[config.mk]
export PLATFORM = sky130hd
export DESIGN_NAME = eth_mac_rx_l2_flat
export DESIGN_NICKNAME = d
export VERILOG_FILES = /design/src/rtl/eth_pkg.sv /design/src/rtl/eth_mac_rx_l2_if.sv /design/src/rtl/eth_crc32_d8.sv /design/src/rtl/eth_mac_rx_l2.sv /design/src/flat_wrapper.sv
export SDC_FILE = /design/constraint.sdc
export NUM_CORES = 1
export LEC_CHECK = 0
export BUFFER_PORTS_ARGS = -buffer_cell sky130_fd_sc_hd__buf_2
export CORE_MARGIN = 2
export CORE_UTILIZATION = 53
export DETAILED_ROUTE_END_ITERATION = 10
export MAX_ROUTING_LAYER = met4
export PLACE_DENSITY_LB_ADDON = 0.2
export SLEW_MARGIN = 25
export SYNTH_ARGS = -nofsm -noshare
export SYNTH_HDL_FRONTEND = slang
export SYNTH_HIERARCHICAL = 1
export SYNTH_SLANG_ARGS = --single-unit
export TNS_END_PERCENT = 100
[constraint.sdc]
create_clock -name Clk -period 2.29 [get_ports Clk]
set_clock_uncertainty 0.05 [all_clocks]
set_input_delay 0.1145 -clock Clk [delete_from_list [all_inputs] [get_ports Clk]]
set_output_delay 0.1145 -clock Clk [all_outputs]
set_load 0.05 [all_outputs]
[src/rtl/eth_pkg.sv]
// Shared constants, FSM encoding and helpers for the Ethernet MAC blocks.
package eth_pkg;

    localparam logic [7:0]  PREAMBLE_OCTET = 8'h55;
    localparam logic [7:0]  SFD_OCTET      = 8'hD5;
    localparam logic [31:0] CRC_INIT       = 32'hFFFF_FFFF;
    localparam logic [31:0] CRC_RESIDUE    = 32'hC704_DD7B;
    localparam logic [31:0] CRC_POLY       = 32'h04C1_1DB7;

    localparam int ERR_W   = 3;
    localparam int ERR_CRC = 0;
    localparam int ERR_LEN = 1;
    localparam int ERR_PHY = 2;

    typedef enum logic [1:0] {
        ST_IDLE,
        ST_PREAMBLE,
        ST_DATA,
        ST_DROP
    } rx_state_e;

    // GMII delivers bit 0 first on the wire; the MSB-first CRC wants it first too.
    function automatic logic [7:0] bit_reverse8(input logic [7:0] d);
        logic [7:0] r;
        for (int i = 0; i < 8; i++) r[i] = d[7-i];
        return r;
    endfunction

endpackage

[src/rtl/eth_mac_rx_l2_if.sv]
// GMII receive pins plus the Avalon-ST source carrying checked frames.
interface eth_mac_rx_l2_if;
    import eth_pkg::*;

    logic [7:0]       ENET_RX_DATA;
    logic             ENET_RX_DV;
    logic             ENET_RX_ER;

    logic             out_valid;
    logic [7:0]       out_data;
    logic [7:0]       out_channel;
    logic             out_sop;
    logic             out_eop;
    logic [ERR_W-1:0] out_error;

    modport master (
        input  ENET_RX_DATA, ENET_RX_DV, ENET_RX_ER,
        output out_valid, out_data, out_channel, out_sop, out_eop, out_error
    );

    modport slave (
        output ENET_RX_DATA, ENET_RX_DV, ENET_RX_ER,
        input  out_valid, out_data, out_channel, out_sop, out_eop, out_error
    );

endinterface

[src/rtl/eth_crc32_d8.sv]
// Registered CRC-32 (poly 0x04C11DB7, MSB-first), one octet per enabled cycle.
module eth_crc32_d8
    import eth_pkg::*;
(
    input  logic        Clk,
    input  logic        Rst_n,
    input  logic        init,
    input  logic        enable,
    input  logic [7:0]  data,
    output logic [31:0] crc
);

    function automatic logic [31:0] crc_step(input logic [31:0] c, input logic [7:0] d);
        logic [31:0] r;
        logic        fb;
        r = c;
        for (int i = 7; i >= 0; i--) begin
            fb = r[31] ^ d[i];
            r  = {r[30:0], 1'b0};
            if (fb) r = r ^ CRC_POLY;
        end
        return r;
    endfunction

    // NOTE: sequential state uses non-blocking assignments so every register samples pre-edge values.
    always_ff @(posedge Clk) begin
        if (!Rst_n)      crc <= CRC_INIT;
        else if (init)   crc <= CRC_INIT;
        else if (enable) crc <= crc_step(crc, data);
    end

endmodule

[src/rtl/eth_mac_rx_l2.sv]
// GMII receive front end: preamble/SFD detect, FCS check and strip, Avalon-ST out.
module eth_mac_rx_l2
    import eth_pkg::*;
#(
    parameter logic [7:0] CHANNEL      = 8'd0,
    parameter int         MIN_PREAMBLE = 6,
    parameter int         MIN_FRAME    = 64,
    parameter int         MAX_FRAME    = 1518
) (
    input  logic              Clk,
    input  logic              Rst_n,
    eth_mac_rx_l2_if.master   bus,
    output logic [31:0]       frames_ok,
    output logic [31:0]       frames_bad
);

    localparam logic [2:0]  MIN_PRE = 3'(MIN_PREAMBLE);
    localparam logic [15:0] MIN_LEN = 16'(MIN_FRAME);
    localparam logic [15:0] MAX_LEN = 16'(MAX_FRAME);

    rx_state_e        state, state_next;
    logic [2:0]       pre_cnt, pre_cnt_next;
    logic [15:0]      len, len_next;
    logic             phy_er, phy_er_next;
    logic             sop_pend, sop_pend_next;
    logic [4:0][7:0]  dly;
    logic [31:0]      crc;
    logic             crc_init, take;
    logic             emit, emit_eop;
    logic [ERR_W-1:0] emit_err;
    logic             cnt_ok, cnt_bad;

    logic             dv, er;
    logic [7:0]       rxd;

    assign dv  = bus.ENET_RX_DV;
    assign er  = bus.ENET_RX_ER;
    assign rxd = bus.ENET_RX_DATA;
    assign bus.out_channel = CHANNEL;

    eth_crc32_d8 u_crc (
        .Clk    (Clk),
        .Rst_n  (Rst_n),
        .init   (crc_init),
        .enable (take),
        .data   (bit_reverse8(rxd)),
        .crc    (crc)
    );

    always_ff @(posedge Clk) begin
        if (!Rst_n) state <= ST_IDLE;
        else        state <= state_next;
    end

    // NOTE: every output of this block gets a default first, so no path can infer a latch.
    always_comb begin
        state_next    = state;
        pre_cnt_next  = pre_cnt;
        len_next      = len;
        phy_er_next   = phy_er;
        sop_pend_next = sop_pend;
        crc_init      = 1'b0;
        take          = 1'b0;
        emit          = 1'b0;
        emit_eop      = 1'b0;
        emit_err      = '0;
        cnt_ok        = 1'b0;
        cnt_bad       = 1'b0;

        case (state)
            ST_IDLE: begin
                if (dv) begin
                    if (rxd == PREAMBLE_OCTET) begin
                        state_next   = ST_PREAMBLE;
                        pre_cnt_next = 3'd1;
                    end else begin
                        state_next = ST_DROP;
                    end
                end
            end
            ST_PREAMBLE: begin
                if (!dv) begin
                    state_next = ST_IDLE;
                end else if (rxd == PREAMBLE_OCTET) begin
                    if (pre_cnt != 3'd7) pre_cnt_next = pre_cnt + 3'd1;
                end else if (rxd == SFD_OCTET && pre_cnt >= MIN_PRE) begin
                    state_next    = ST_DATA;
                    crc_init      = 1'b1;
                    len_next      = '0;
                    phy_er_next   = 1'b0;
                    sop_pend_next = 1'b1;
                end else begin
                    state_next = ST_DROP;
                    cnt_bad    = 1'b1;
                end
            end
            ST_DATA: begin
                if (dv) begin
                    take     = 1'b1;
                    len_next = len + 16'd1;
                    if (er) phy_er_next = 1'b1;
                    // Five octets held means the oldest is clear of the 4-octet FCS window.
                    if (len >= 16'd5) emit = 1'b1;
                    if (len == MAX_LEN) begin
                        emit_eop          = 1'b1;
                        emit_err[ERR_LEN] = 1'b1;
                        emit_err[ERR_PHY] = phy_er | er;
                        cnt_bad           = 1'b1;
                        state_next        = ST_DROP;
                    end
                end else begin
                    state_next = ST_IDLE;
                    if (len >= 16'd5) begin
                        emit              = 1'b1;
                        emit_eop          = 1'b1;
                        emit_err[ERR_CRC] = (crc != CRC_RESIDUE);
                        emit_err[ERR_LEN] = (len < MIN_LEN);
                        emit_err[ERR_PHY] = phy_er;
                        if (emit_err == '0) cnt_ok  = 1'b1;
                        else                cnt_bad = 1'b1;
                    end else begin
                        cnt_bad = 1'b1;
                    end
                end
            end
            ST_DROP: begin
                if (!dv) state_next = ST_IDLE;
            end
            default: state_next = ST_IDLE;
        endcase

        if (emit) sop_pend_next = 1'b0;
    end

    always_ff @(posedge Clk) begin
        if (!Rst_n) begin
            pre_cnt       <= '0;
            len           <= '0;
            phy_er        <= 1'b0;
            sop_pend      <= 1'b0;
            // NOTE: the delay line is small and cleared on reset so no stale octet survives an abort.
            dly           <= '0;
            bus.out_valid <= 1'b0;
            bus.out_data  <= '0;
            bus.out_sop   <= 1'b0;
            bus.out_eop   <= 1'b0;
            bus.out_error <= '0;
            frames_ok     <= '0;
            frames_bad    <= '0;
        end else begin
            pre_cnt       <= pre_cnt_next;
            len           <= len_next;
            phy_er        <= phy_er_next;
            sop_pend      <= sop_pend_next;
            if (take) dly <= {dly[3:0], rxd};
            bus.out_valid <= emit;
            bus.out_data  <= emit ? dly[4] : 8'h00;
            bus.out_sop   <= emit & sop_pend;
            bus.out_eop   <= emit_eop;
            bus.out_error <= emit_err;
            if (cnt_ok)  frames_ok  <= frames_ok + 32'd1;
            if (cnt_bad) frames_bad <= frames_bad + 32'd1;
        end
    end

endmodule
[src/flat_wrapper.sv]
// flat-port wrapper written by rule: the top's interface ports become plain ports
module eth_mac_rx_l2_flat import eth_pkg::*;
#(
    parameter logic [7:0] CHANNEL      = 8'd0,
    parameter int         MIN_PREAMBLE = 6,
    parameter int         MIN_FRAME    = 64,
    parameter int         MAX_FRAME    = 1518
)
  (Clk, Rst_n, frames_ok, frames_bad, bus_ENET_RX_DATA, bus_ENET_RX_DV, bus_ENET_RX_ER, bus_out_valid, bus_out_data, bus_out_channel, bus_out_sop, bus_out_eop, bus_out_error);
  eth_mac_rx_l2_if bus_i ();
  input  logic Clk;
  input  logic Rst_n;
  output logic [31:0] frames_ok;
  output logic [31:0] frames_bad;
  input wire logic [$bits(bus_i.ENET_RX_DATA)-1:0] bus_ENET_RX_DATA;
  input wire logic [$bits(bus_i.ENET_RX_DV)-1:0] bus_ENET_RX_DV;
  input wire logic [$bits(bus_i.ENET_RX_ER)-1:0] bus_ENET_RX_ER;
  output wire logic [$bits(bus_i.out_valid)-1:0] bus_out_valid;
  output wire logic [$bits(bus_i.out_data)-1:0] bus_out_data;
  output wire logic [$bits(bus_i.out_channel)-1:0] bus_out_channel;
  output wire logic [$bits(bus_i.out_sop)-1:0] bus_out_sop;
  output wire logic [$bits(bus_i.out_eop)-1:0] bus_out_eop;
  output wire logic [$bits(bus_i.out_error)-1:0] bus_out_error;
  assign bus_i.ENET_RX_DATA = bus_ENET_RX_DATA;
  assign bus_i.ENET_RX_DV = bus_ENET_RX_DV;
  assign bus_i.ENET_RX_ER = bus_ENET_RX_ER;
  assign bus_out_valid = bus_i.out_valid;
  assign bus_out_data = bus_i.out_data;
  assign bus_out_channel = bus_i.out_channel;
  assign bus_out_sop = bus_i.out_sop;
  assign bus_out_eop = bus_i.out_eop;
  assign bus_out_error = bus_i.out_error;
  eth_mac_rx_l2 #(.CHANNEL(CHANNEL), .MIN_PREAMBLE(MIN_PREAMBLE), .MIN_FRAME(MIN_FRAME), .MAX_FRAME(MAX_FRAME)) u_core (.Clk(Clk), .Rst_n(Rst_n), .bus(bus_i), .frames_ok(frames_ok), .frames_bad(frames_bad));
endmodule
# After elaboration in Yosys (flattened, before gate mapping)
# Index checks and enable logic that the tools add are counted.
# op_classes
eq_ne	20
div	0
n_reduce_logical	15
bitwise_logic	22
n_lt_le_gt_ge	3
n_mul	0
shift	0
add_sub_neg	4
mux	79
# ops
cell	n
$mux W32	21
$mux W27	8
$not A14 Y14	8
$add A32 B1 Y32 const B	2
$mux W16	4
$ne A32 B32 Y1 const B	1
$pmux W16 S2	1
$mux W1	26
$mux W2	9
$mux W3	6
$add A16 B1 Y16 const B	1
$eq A16 B11 Y1 const B	1
$ge A16 B3 Y1 const B	1
$lt A16 B7 Y1 const B	1
$ne A2 B2 Y1 const B	6
$reduce_and A6 Y1	2
$eq A8 B7 Y1 const B	1
$eq A8 B8 Y1 const B	1
$ne A2 B1 Y1 const B	4
$pmux W2 S4	1
$reduce_and A4 Y1	2
$xor A1 B1 Y1	8
$ne A3 B3 Y1 const B	2
$pmux W3 S2	1
other kinds (17)	25
# word_totals
latch_bits	0
mem_count	0
input_bits	12
regBits	173
rom_bits	0
ramBits	0

# Longest topological paths before layout
# logic_depth
word_depth	40
ltp_mapped	11

# Hierarchy
# Netlist, hierarchy kept.
# modules_own_cells
module	n_inst	area_per_inst_um2	cells_each
eth_mac_rx_l2	1	6267.3	761
eth_crc32_d8	1	1850.5	197

# Worst setup path before layout
# Ideal clock, no wire load.
# synth_timing
kind	flip-flop to flip-flop
from	register u_core.frames_ok[4]
to	register u_core.frames_ok[31]
path_stages_with_launch	7
slack_ns	-0.317
path_buffers	0
arrival_ns	2.429
setup_ns	0.128
cell_sequence	dfxtp_1 nand4_1 or4_1 or4_1 nor3_1 xnor2_1 nor2_1
# synth_via
elab_chain_len	1
# synth_lines
item	line_no	source
start: declaration	eth_mac_rx_l2.sv:13	output logic [31:0] frames_ok,
start signal: assignment	eth_mac_rx_l2.sv:161	if (cnt_ok) frames_ok <= frames_ok + 32'd1;
$add A32 B1 Y32	eth_mac_rx_l2.sv:161	
# Every way passes these cells.
# A chain may end at the register's enable or synchronous reset.

# Worst setup path after layout
# layout_timing
from	register u_core.len[6]
to	register u_core.frames_bad[27]
# layout_via
elab_chain_len	6
# layout_lines
item	line_no	source
start: declaration	eth_mac_rx_l2.sv:23	logic [15:0] len, len_next;
start signal: assignment	eth_mac_rx_l2.sv:152	len <= len_next;
$lt A16 B7 Y1	eth_mac_rx_l2.sv:117	emit_err[ERR_LEN] = (len < MIN_LEN);
$logic_not A3 Y1	eth_mac_rx_l2.sv:119	if (emit_err == '0) cnt_ok = 1'b1;
$mux W1	eth_mac_rx_l2.sv:119	
$mux W1	eth_mac_rx_l2.sv:113	if (len >= 16'd5) begin
$mux W1 *	eth_mac_rx_l2.sv:98	if (dv) begin
$pmux W1 S2 *	eth_mac_rx_l2.sv:70	case (state)
end signal: assignment	eth_mac_rx_l2.sv:162	if (cnt_bad) frames_bad <= frames_bad + 32'd1;
end: declaration	eth_mac_rx_l2.sv:14	output logic [31:0] frames_bad
# Mark *: on every way between the ends. The rest lies on a longest branch, timed or not.

==> impl_metrics.py <==
metrics = {
    "clock_tree": {
        "cts_tree": "built",
        "clkTransAtPathRegs_ps": 70,
        "clock-sinks": 173,
        "clock_path_buffers": 2,
        "cts_max_level": 4,
        "clk_root_buffer_cell": "clkbuf_16",
        "clkLatencyLatePin_ps": 430,
        "cts_inserted_buffers": 17,
    },
    "flow_run": {
        "maxCapViolations": 0,
    },
    "placement": {
        "place_area_um2": 9271,
        "port_buffers": 89,
        "place_congestion": 0.8594,
        "dp_hpwl_um": 12620,
    },
    "route": {
        "post_drt_wl_per_cell_um": 15.21,
        "wl_um": 20070,
        "drc": 0,
        "firstDrtPassIters": 5,
        "avgViaCountPerCell": 5.580,
        "vias": 7365,
        "ant_nets": 0,
        "drtIter0Drc": 531,
    },
    "critical_path": {
        "max_stage_delay_ps": 530,
        "critPathArrivalTime_ps": 2880,
        "reg2regPathDepth": 7,
        "slowest_stage": "or4_4",
        "cp_max_fo": 6,
        "required_ps": 2590,
        "cpMostUsedCell": "or4_1",
        "cp-end-kind": "flip-flop",
        "crit_chain": "or4_1 > or4_4 > nand4_4 > a31oi_2 > buf_4 > or4_1 > a21oi_1",
        "cp-start-kind": "flip-flop",
        "critical_path_class": "flip-flop to flip-flop",
    },
    "floorplanning": {
        "die_y_um": 127.8,
        "fp.dieW_um": 127.8,
        "die_area_um2": 16320,
        "rows": 45,
        "ioPinCount": 98,
        "start_util": 0.5380,
        "coreArea_um2": 15090,
    },
    "global_routing": {
        "grt_pass1_vias": 6585,
        "grt_max_degree": 110,
        "grt_antenna_before_repair": 0,
        "grtUsageMet2": 0.4064,
        "use_met3": 0.03464,
        "grt-ovfl-total": 0,
        "met1_usage": 0.3168,
        "grt_pass1_wl_um": 31880,
        "busiest_layer": "met2",
        "grt_usage": 0.2463,
    },
    "final_layout": {
        "fin_area_um2": 10440,
        "nets": 1143,
        "nFillCells": 1209,
        "diodes": 0,
        "layout-drive-gt1-share": 0.2641,
        "syn_to_final_growth_pct": 28.64,
    },
    "sta": {
        "fin_crit_sh": 1.127,
        "setup_slack_ps": -290.4,
        "fmax_mhz": 387.5,
        "tightest_slew_ps": 497.8,
        "slew_headroom": 0.6665,
        "drv_slew": 0,
        "final-setup-viol-count": 50,
        "rsz0062_at_grt": "true",
        "hold_viol": 0,
        "timing.hold.ws_ps": 43.95,
        "fin_crit_ps": 2580,
    },
    "logic_synthesis": {
        "synthDistinctLibCells": 63,
        "synth_ff_type": "dfxtp_1",
        "yosysMostFrequentCell": "dfxtp_1",
        "synth.area.top_cells": "dfxtp_1, nand2_1, xnor2_1",
        "ys_seq_area_frac": 0.4266,
        "synth_edf_count": 0,
        "yosysWarnings": 6,
        "ys_seq_elements": 173,
        "yosys-top-cells-count": "dfxtp_1, nand2_1, a21oi_1",
        "synth_top_area_cell": "dfxtp_1",
        "synth_top_area_share": 0.4266,
        "syn-instance-count": 958,
        "synth.avg_cell_area_um2": 8.474,
        "syn_area_um2": 8118,
        "async_flop_share": 0,
    },
    "worst_hold_path": {
        "hp-class": "input pin to flip-flop",
        "whs_path_depth": 3,
    },
    "run_status": {
        "status": "complete, but fails checks",
        "violations": "setup timing",
    },
    "power": {
        "ir_drop_mv": 0.6831,
        "cellPowerDensity_nw_per_um2": 819.1,
        "p_leak_nw": 4.041,
    },
}
[power breakdown]
group	leakage (nW)	internal [mW]	switching [mW]
clock	0.286	1.67	1.26
sequential	1.41	3.16	0.163
combinational	2.35	1.05	1.25
[state kept, by name (all words and copies together), names as in the netlist]
register,cells
u_core/dly,40
u_core/frames_bad,32
u_core/frames_ok,32
u_core/u_crc/crc,32
u_core/len,16
u_core/bus.out_data,8
u_core/bus.out_error,3
u_core/pre_cnt,3
u_core/state,2
u_core/bus.out_eop,1
u_core/bus.out_sop,1
u_core/bus.out_valid,1
u_core/phy_er,1
u_core/sop_pend,1
[worst paths after layout]
check | slack [ps] | to | startpoint
setup / recovery | -290 | u_core/frames_bad[27] | u_core/len[6]
hold / removal | 40 | u_core/frames_ok[17] | Rst_n
setup reg to reg | -290 | u_core/frames_bad[27] | u_core/len[6]
hold reg to reg | 400 | u_core/dly[35] | u_core/dly[35]
[stage by stage]
stage / setup slack [ps] / total power, mW / setup TNS (ps) / utilization / instances
2_1_floorplan: -115.7 / 5.020 / -1265 / - / 965
3_3_place_gp: -209.6 / 5.529 / -3430 / 0.6144 / 1260
3_5_place_dp: -238.7 / 5.550 / -5499 / 0.6144 / 1260
4_1_cts: -236.5 / 8.580 / -5579 / 0.6768 / 1315
5_1_grt: -365.6 / 8.899 / -11900 / 0.6920 / 1320
6_report: -290.4 / 8.553 / -7870 / 0.6920 / 1320
[repair_timing]
item,CTS,global route
setup buffers,11,6
cloned,3,2
endpoints found under the setup margin,71,77
pin swaps,5,15
hold buffers,9,0
endpoints found under the hold margin,10,0
gates resized for setup,38,39
[area by class of cell]
type	count	area, um2	area share
Multi-Input combinational cell	713	4634	0.4438
Sequential cell	173	3511	0.3362
Tap cell	188	235.2	0.02253
Inverter	26	98.84	0.009466
Timing Repair Buffer	188	1366	0.1308
Clock inverter	12	150.1	0.01438
Clock buffer	20	446.7	0.04278
[critical path: cells and delay by family, from the launching register on]
| kind | cells | cell delay, ps |
|---|---|---|
| and+or+nand+nor | 4 | 1670 |
| buffers and inverters | 1 | 180 |
| DFF | 1 | 320 |
| AOI/OAI and AO/OA | 2 | 300 |
[cell families (layout without fill, tap and decap cells)]
| group | after synthesis | count (layout) | share of synthesized area |
|---|---|---|---|
| fa+ha+maj | 12 | 12 | 0.01850 |
| simple gates | 406 | 406 | 0.2505 |
| buf+inv | 79 | 246 | 0.04162 |
| compound gates | 179 | 179 | 0.1261 |
| mux | 6 | 6 | 0.007553 |
| other cells | 1 | 8 | 0.0004619 |
| flops | 173 | 173 | 0.4266 |
| xor+xnor | 102 | 102 | 0.1287 |
[per-layer routing]
metal,wire (um),up-vias,part of all wire
met4,310,0,0.015
met2,9869,191,0.49
met5,0,-,0
li1,-,3637,-
met1,8954,3513,0.45
met3,937,24,0.047
[layout by cell type (no fill, tap or decap), types with 23 or more instances in the layout]
| cell | count |
|---|---|
| dfxtp_1 | 147 |
| nand2_1 | 146 |
| buf_2 | 90 |
| a21oi_1 | 85 |
| nor2_1 | 82 |
| buf_4 | 73 |
| xnor2_1 | 60 |
| o21ai_0 | 36 |
| xor2_1 | 28 |
| or3_1 | 25 |
| inv_1 | 23 |
| nand3_1 | 23 |
No activity file was read; power rests on OpenSTA's default activity.
